===== config.mk =====
export PLATFORM = sky130hd
export DESIGN_NAME = prio_req_dispatch
export DESIGN_NICKNAME = d
export VERILOG_FILES = /design/src/rtl/prio_req_dispatch.sv
export SDC_FILE = /design/constraint.sdc
export NUM_CORES = 1
export LEC_CHECK = 0
export ABC_AREA = 1
export BUFFER_PORTS_ARGS = -buffer_cell sky130_fd_sc_hd__buf_2
export CAP_MARGIN = 20
export CELL_PAD_IN_SITES_DETAIL_PLACEMENT = 1
export CELL_PAD_IN_SITES_GLOBAL_PLACEMENT = 1
export CORE_MARGIN = 5
export CORE_UTILIZATION = 31
export DETAILED_ROUTE_END_ITERATION = 12
export PLACE_DENSITY_LB_ADDON = 0.12
export SLEW_MARGIN = 5
export SYNTH_ARGS = -nofsm -noshare
export SYNTH_HDL_FRONTEND = slang
export SYNTH_SLANG_ARGS = --single-unit

===== constraint.sdc =====
create_clock -name clk -period 1.39 [get_ports clk]
set_input_delay 0.139 -clock clk [delete_from_list [all_inputs] [get_ports clk]]
set_output_delay 0.139 -clock clk [all_outputs]
set_load 0.01 [all_outputs]

===== src/rtl/prio_req_dispatch.sv =====
// Sticky request capture with per-line masking, highest-index-first selection
// and a valid/ready dispatch port feeding the 8-to-3 priority encoder path.
module prio_req_dispatch #(
  parameter int N = 8,
  parameter int W = 3
) (
  input  logic         clk,
  input  logic         rst,
  input  logic         en,
  input  logic [N-1:0] req,
  input  logic         mask_wr,
  input  logic [N-1:0] mask_din,
  input  logic         ovf_clr,
  output logic         out_valid,
  input  logic         out_ready,
  output logic [W-1:0] out_idx,
  output logic [N-1:0] pend,
  output logic [N-1:0] mask,
  output logic         none,
  output logic         ovf
);

  typedef enum logic {IDLE, HOLD} state_t;

  state_t       r_state;
  logic [N-1:0] r_pend;
  logic [N-1:0] r_mask;
  logic         r_ovf;
  logic         r_valid;
  logic [W-1:0] r_idx;

  logic         w_handshake;
  logic [N-1:0] w_clrVec;
  logic [N-1:0] w_cand;
  logic         w_anyCand;
  logic [W-1:0] w_selIdx;

  assign w_handshake = r_valid & out_ready;
  assign w_clrVec    = w_handshake ? (N'(1) << r_idx) : '0;
  assign w_cand      = r_pend & ~r_mask;
  assign w_anyCand   = |w_cand;

  // Ascending scan so the last (highest) set line wins, matching the encoder.
  always_comb begin
    w_selIdx = '0;
    for (int i = 0; i < N; i++) begin
      if (w_cand[i]) w_selIdx = W'(i);
    end
  end

  // A request landing on a bit being cleared re-arms it without flagging overflow.
  always_ff @(posedge clk) begin
    if (rst) begin
      r_pend <= '0;
      r_mask <= '0;
      r_ovf  <= 1'b0;
    end else begin
      r_pend <= (r_pend & ~w_clrVec) | req;
      if (|(req & r_pend & ~w_clrVec)) begin
        r_ovf <= 1'b1;
      end else if (ovf_clr) begin
        r_ovf <= 1'b0;
      end
      if (mask_wr) begin
        r_mask <= mask_din;
      end
    end
  end

  always_ff @(posedge clk) begin
    if (rst) begin
      r_state <= IDLE;
      r_valid <= 1'b0;
      r_idx   <= '0;
    end else begin
      case (r_state)
        IDLE: begin
          if (en && w_anyCand) begin
            r_idx   <= w_selIdx;
            r_valid <= 1'b1;
            r_state <= HOLD;
          end else begin
            r_valid <= 1'b0;
          end
        end
        HOLD: begin
          if (out_ready) begin
            r_valid <= 1'b0;
            r_state <= IDLE;
          end
        end
        default: begin
          r_valid <= 1'b0;
          r_state <= IDLE;
        end
      endcase
    end
  end

  assign out_valid = r_valid;
  assign out_idx   = r_idx;
  assign pend      = r_pend;
  assign mask      = r_mask;
  assign ovf       = r_ovf;
  assign none      = en & ~w_anyCand & ~r_valid;

endmodule


; ---- Word level (Yosys, flattened, before mapping)
; Index checks and enable logic that the tools add are counted.
; Widths: inputs -> output; s select.
[totals]
register_bits = 22
inputBits = 22
output_inout_bits = 22
wordCells = 41
[op_classes]
n_eq_ne = 1
n_shift = 1
muxes = 15
n_bitwise = 13
reduce_logical = 5
[ops]
columns = operator, n
row1 = $and 8x8->8, 4
row2 = $mux 3, 6
row3 = $not 8->8, 2
row4 = $reduce_or 8->1, 2
row5 = $mux 8, 1
row6 = $or 8x8->8, 1
row7 = $shl 1x3->8 const A, 1
row8 = $mux 1, 6
row9 = $pmux 1 s2, 2
row10 = $and 1x1->1, 3
row11 = $not 1->1, 3
row12 = $ne 2x2->1 const B, 1
row13 = $reduce_and 2->1, 1
row14 = $reduce_bool 2->1, 1
row15 = $logic_and 1x1->1, 1

; ---- Longest topological paths before layout
; Gate-level depths: netlist of the first run.
[depth]
depth_word = 9
depth_mapped = 10
mapped_depth_nobuf = 10

; ---- Worst setup path before layout of the first run
; No wires, ideal clock.
[synth_path]
path_type = register to output
startpoint = register r_mask[4] (netlist: mask[4])
endpoint = output port none
arrival_time_ns = 1.014
t_required_ns = 1.251
setup_slack_ns = 0.237
path_stages_with_launch = 7
path_buffers = 0
path_cell_list = dfxtp_1 inv_1 nand2_1 nand2_1 nor2_1 nand2_1 nor3_1
[synth_via]
elab_chain_len = 6
[synth_lines]
columns = item, line
row1 = "start, declared", 27  ; logic [N-1:0] r_mask;
row2 = "start signal, assigned", 65  ; r_mask <= mask_din;
row3 = $not 8->8, 40  ; assign w_cand = r_pend & ~r_mask;
row4 = $and 8x8->8, 40
row5 = $reduce_or 8->1, 41  ; assign w_anyCand = |w_cand;
row6 = $not 1->1, 105  ; assign none = en & ~w_anyCand & ~r_valid;
row7 = $and 1x1->1 (2 in series), 105
row8 = "end, declared", 19  ; output logic none,
; Every way passes these cells.

; ---- Worst setup path in the final report of the first run
; Same ends and word-level chain as after synthesis.

==> results.tsv, run 1 <==
metric	value	unit
final worst setup slack	-74.6	ps
total leakage power	0.798	nW
Final Slew Violations	0	
Core Box Area	0.00331	mm2
Highest Clock Rate	683	MHz
CTS buffer count	3	
total grt overflow	0	
element type at the critical path start	flip-flop	
area delta synth->final	39.9	%
hpwl dp	2.68	mm
Buf+Inv Stages, Crit Path	2	
DP Cell Count	250	
worst min path class	input pin to flip-flop	
syn avg cell area	6.51	um2
Skew-Pair Late Insertion Delay	330	ps
Routed WL	3.39	mm
initial antenna violation count	0	
first-pass GRT wire length	5.35	mm
Rel. slew slack	75.6	%
wl on met1	1.42	mm
final hold violations	0	
Final #Nets	236	
Syn Nets	184	
final cycle utilization of the critical path	105	%
Die X	68.3	um
layout cells sized above 1	42.3	%
Max IR drop VDD	0.352	mV
GPL Wtd Cong	0.753	
post-synthesis cell area	0.00105	mm2
DRT antenna net count	0	
count of state elements after synthesis	22	
Final setup viols	1	
Via Count	1167	
DRC viols	0	
most used cell, CP	nand2_2	
required time of the worst setup path	1250	ps
Via-to-Cell Ratio	4.51	
filler instances	456	
drt pass-1 iters	3	
outcome	finished with violations	
IO buf count	43	
Ports	44	
YS warnings	0	
clock buffer depth	2	
CTS sink cnt	22	
Worst setup EP type	output port	
maximum fanout along the worst path	3	
Die Height	68.3	um
drt first-iter violations	30	
CTS tree	built	
clock root cell	clkbuf_4	
delay-heaviest family, CP	simple AND/OR/NAND/NOR gates	
skew final	7.82	ps
DR top layer	met4	
Die Area	0.00467	mm2
cell area power density	1080	mW/mm2
drt wl/cell	13.1	um
RSZ-0062 raised after global routing	yes	
largest net degree at the start of global routing	16	
worst-path cell chain	inv_2 > nand2_2 > nand2_2 > nor2_2 > nand2_2 > nor3_2 > buf_2	
measured slew at the worst slew-check pin	365	ps
diode count	0	
non-filler cells, final	259	
CP peak stage delay	360	ps
Global Route Usage Sum	15.5	%
sequential fraction of the synthesis area	41.8	%
slowest stage cell on the critical path	dfxtp_2	
MaxCap Viol Count	0	
synth unique cells	17	
Worst EP arrival	1330	ps
clock-pin transition on the worst setup and hold timing paths	140	ps
row count	21	
final worst path period need	1460	ps
Setup CP Type	flip-flop to output port	
final core occ	44.6	%
Initial Util	31.9	%
routed length on met2	1.75	mm
vias in the first global route	1266	
wire length on met3	130	um
failing checks	setup timing	
cell count after synthesis	162	
CTS H-tree depth	1	
==> power breakdown <==
part	switching, mW	internal, mW
Sequential	0.0487	0.686
Clock	0.221	0.292
Combinational	0.202	0.150
Total	0.472	1.13
==> synth_stat cells <==
master | n | area, um2
nor3_1 | 1 | 5.00
inv_1 | 29 | 109
clkbuf_1 | 1 | 3.75
nand3_1 | 4 | 20.0
a31o_2 | 1 | 8.76
nor2_1 | 20 | 75.1
o21ai_1 | 1 | 5.00
o21ai_0 | 13 | 65.1
nor2_4 | 1 | 11.3
nand2_2 | 2 | 12.5
buf_6 | 1 | 11.3
nand3_2 | 1 | 10.0
buf_2 | 1 | 5.00
o21bai_1 | 2 | 15.0
dfxtp_1 | 22 | 440
a21oi_1 | 20 | 100
nand2_1 | 42 | 158
==> worst register-to-register path, stage by stage (launching register included) <==
cell      delay, ps
dfxtp_1         460
nand3_2         200
o21bai_1        180
nand2_1          70
nor2_1          120
nand3_1         100
nand2_1          60
inv_1            40
==> stage by stage <==
stage	hold slack [ps]	area (um2)	worst slack (ps)	total power [mW]	setup TNS (ps)
final	33.1	1480	-74.6	1.60	-74.6
after global placement	361	1320	201	1.04	0
after floorplan	208	1050	237	0.915	0
after detailed placement	379	1320	126	1.05	0
after global routing	25.5	1480	-184	1.69	-211
after CTS	29.9	1430	-91.3	1.59	-91.3
==> per-layer routing <==
metal	track usage (%)	vias to the layer above
met5	0	-
met4	8.44	0
met3	2.96	8
met2	28.9	26
met1	16.1	528
li1	-	605
==> what timing repair did <==
action	4_1_cts	5_1_grt
setup buffers	2	4
resized for setup	22	10
hold buffers	0	0
hold endpoints to repair	0	0
pin swaps	3	2
gates cloned	0	0
endpoints found under the setup margin	1	5
==> final timing paths <==
kind | from | end | cells after the start | slack, ps
worst max-delay path | mask[4]$_SDFFE_PP0P_ | none | 7 | -70
worst min-delay path | mask_din[0] | mask[0]$_SDFFE_PP0P_ | 3 | 30
worst max register to register | out_valid$_SDFFE_PP0P_ | ovf$_SDFFE_PP0P_ | 7 | 80
worst min register to register | mask[4]$_SDFFE_PP0P_ | mask[4]$_SDFFE_PP0P_ | 2 | 480
==> placed cells by master (no fill, tap or decap), drive strengths merged <==
cell type  synthesis  layout
buf                2      50
o21ai             14      14
nand3              5       5
nor3               1       1
dfxtp             22      22
inv               29      29
o21bai             2       2
nand2             44      44
nor2              21      21
bufinv             0       1
a31o               1       1
a21oi             20      20
clkbuf             1       3
==> cells by family after synthesis <==
group           synth area share (%)
buf+inv                         12.2
simple gates                    27.6
flops                           41.8
compound gates                  18.4
==> cell type report <==
type | instances | area [um2] | area share (%)
inverter | 29 | 109 | 7.38
sequential | 22 | 454 | 30.8
timing repair buffer | 50 | 268 | 18.2
tap | 46 | 57.6 | 3.90
clock inverter | 1 | 30.0 | 2.04
clock buffer | 3 | 22.5 | 1.53
multi-input combinational | 108 | 534 | 36.2
==> state kept, by name, indices dropped and copies added (netlist names) <==
register / cells
r_state: 1
pend: 8
out_idx: 3
ovf: 1
mask: 8
out_valid: 1
No activity file was read; power rests on OpenSTA's default activity.
==> run 2: changes to the inputs <==
- ABC_AREA: 1 -> default
- CORE_UTILIZATION: 31 -> 33
==> run 2 against run 1 <==
Compared with the run above:
- clock-buffer cell count rose by 1
- hold slack better by 6.9 ps
- critical path depth is 2 lower
- synthesized cell count down 27%
- critical path type unchanged
- highest routed layer unchanged
- sequential share of layout area is 4.3 points lower
- largest power group unchanged
- the flow still finishes with violations (setup timing)
- first-iteration DRC count grew 87%
- die area fell by 6.1%
- maximum frequency decreased by 27%
- via count up 0.60%
- cell area increased by 15%
- wire length is 8.3% higher
==> results.tsv, run 2 <==
metric	value	unit	change
clock buffer depth	2		unchanged
worst min path class	input pin to flip-flop		
synth unique cells	32		+15
Highest Clock Rate	499	MHz	-27%
layout cells sized above 1	53.7	%	+11 points
worst r2r src	pend[7]$_SDFF_PP0_		
CTS H-tree depth	1		unchanged
hold path startpoint	req[2]		
synth cell count leaders	dfxtp_1 (22), nor2_1 (17), a21oi_1 (15)		
asr flop ratio synth	0	%	unchanged
CTS sink cnt	22		unchanged
Setup crit start	pend[7]$_SDFF_PP0_		
Final #Nets	224		-5.1%
Die Height	66.2	um	-3.1%
largest net degree at the start of global routing	23		+7
Skew-Pair Late Insertion Delay	320	ps	about the same
hpwl dp	2.81	mm	+4.9%
Post-synth EDFFs	0		unchanged
initial antenna violation count	0		unchanged
drt wl/cell	15.0	um	+15%
final hold violations	0		unchanged
Yosys top cell by area	dfxtp_1		
Die X	66.2	um	-3.1%
final worst path period need	2000	ps	+538 ps
Rel. slew slack	71.3	%	-4.3 points
filler instances	385		-16%
element type at the critical path start	flip-flop		
Final Slew Violations	0		unchanged
commonest non-fill, non-tap cell in the layout	buf_2		
diode count	0		unchanged
Via Count	1174		+0.60%
Worst setup EP type	output port		
total leakage power	0.835	nW	+4.7%
Post-CTS Hold Buffers	0		unchanged
largest cells by area after synthesis	dfxtp_1 (42%), mux2i_1 (7.7%), a21oi_1 (7.2%)		
first-pass GRT wire length	5.64	mm	+5.6%
Max IR drop VDD	0.384	mV	+9.1%
CTS tree	built		
drt pass-1 iters	3		unchanged
Setup CP Type	flip-flop to output port		
GPL Wtd Cong	0.885		+17%
DRC viols	0		unchanged
syn avg cell area	8.77	um2	+35%
CTS buffer count	3		unchanged
count of state elements after synthesis	22		unchanged
Multi-input gate area	618	um2	+16%
Syn Nets	141		-23%
final core occ	55.6	%	+11 points
sequential fraction of the synthesis area	42.2	%	+0.45 points
most frequent cells in the layout	buf_2 (43), buf_4 (37), nor2_1 (16)		
failing checks	setup timing		
Main synth FF type	dfxtp_1		
cell count after synthesis	119		-27%
top cell type's share of synthesized area	42.2	%	+0.45 points
outcome	finished with violations		
MaxCap Viol Count	0		unchanged
Routed WL	3.68	mm	+8.3%
Global Route Usage Sum	16.9	%	+1.4 points
final worst setup slack	-612	ps	-538 ps
IO buf count	43		unchanged
clock root cell	clkbuf_4		
RSZ-0062 raised after global routing	yes		
required time of the worst setup path	1250	ps	about the same
Die Area	0.00439	mm2	-6.1%
skew final	11.2	ps	+3.34 ps
DRT antenna net count	0		unchanged
Initial Util	34.2	%	+2.3 points
final cycle utilization of the critical path	144	%	+39 points
row count	20		-4.8%
Seq. cell area	449	um2	-1.1%
Final setup viols	6		+5
Ports	44		unchanged
most common cell in the netlist	dfxtp_1		
measured slew at the worst slew-check pin	430	ps	+64.8 ps
total grt overflow	0		unchanged
cell area power density	925	mW/mm2	-15%
clock-pin transition on the worst setup and hold timing paths	140	ps	about the same
vias in the first global route	1220		-3.6%
YS warnings	0		unchanged
Worst EP arrival	1860	ps	+530 ps
area delta synth->final	62.6	%	
final hold slack	40.1	ps	+6.95 ps
maximum fanout along the worst path	2		-1
Core Box Area	0.00305	mm2	-7.8%
post-synthesis cell area	0.00104	mm2	-1.1%
drt first-iter violations	56		+87%
Via-to-Cell Ratio	4.79		+6.3%
[run 2: kinds of logic after synthesis]
family / after synthesis / synth area share (%)
flip-flops: 22 / 42.2
buffers and inverters: 10 / 3.60
AO/OA/AOI/OAI: 30 / 19.1
multiplexers: 8 / 7.67
AND/OR/NAND/NOR: 49 / 27.5
[run 2: metrics by stage]
step	instances	setup slack (ps)	setup TNS, ps	cell area, um2	power (mW)
finish	245	-612	-2430	1700	1.57
detailed placement	234	-275	-1260	1570	1.16
global placement	234	-196	-766	1570	1.14
global route	245	-654	-2900	1700	1.65
CTS	240	-606	-1260	1640	1.54
floorplan	119	-169	-314	1080	0.933
[run 2: final cells by class]
type                            count  area share (%)
Multi-Input combinational cell     87            36.4
Timing Repair Buffer               82            30.4
Sequential cell                    22            26.5
Tap cell                           44            3.24
Clock buffer                        4            2.14
Inverter                            6            1.33
[run 2: path summary, 6_finish.rpt]
kind	to	slack [ps]	depth (start not counted)
max reg2reg	out_idx[1]$_SDFFE_PP0P_	-430	8
min reg2reg	out_valid$_SDFFE_PP0P_	530	2
max	none	-610	5
min	pend[2]$_SDFF_PP0_	40	3
[run 2: repair_timing]
item | CTS | global route
endpoints found under the hold margin | 0 | 0
setup buffers | 2 | 5
resized for setup | 3 | 8
pin swaps | 1 | 4
endpoints found under the setup margin | 6 | 7
[run 2: worst max-delay path: stages (launching register included)]
cell and delay, ps:
dfxtp_2 340, nor2b_4 120, nand4bb_4 210, or4_4 530, nor3b_4 180, buf_2 160
[run 2: where the power goes]
group / switching [mW] / internal, mW / leakage [nW] / total, mW
registers: 0.0427 / 0.681 / 0.185 / 0.724
logic: 0.217 / 0.256 / 0.629 / 0.473
clock network: 0.212 / 0.160 / 0.0210 / 0.372
total: 0.471 / 1.10 / 0.835 / 1.57
[run 2: per-layer routing]
layer	part of all wire, %	GRT usage (%)	wire length [um]	vias up
met3	4.1	2.55	149	6
li1	-	-	-	583
met2	53	31.0	1940	27
met4	1.6	4.57	59	0
met5	0	0	0	-
met1	42	20.1	1530	558
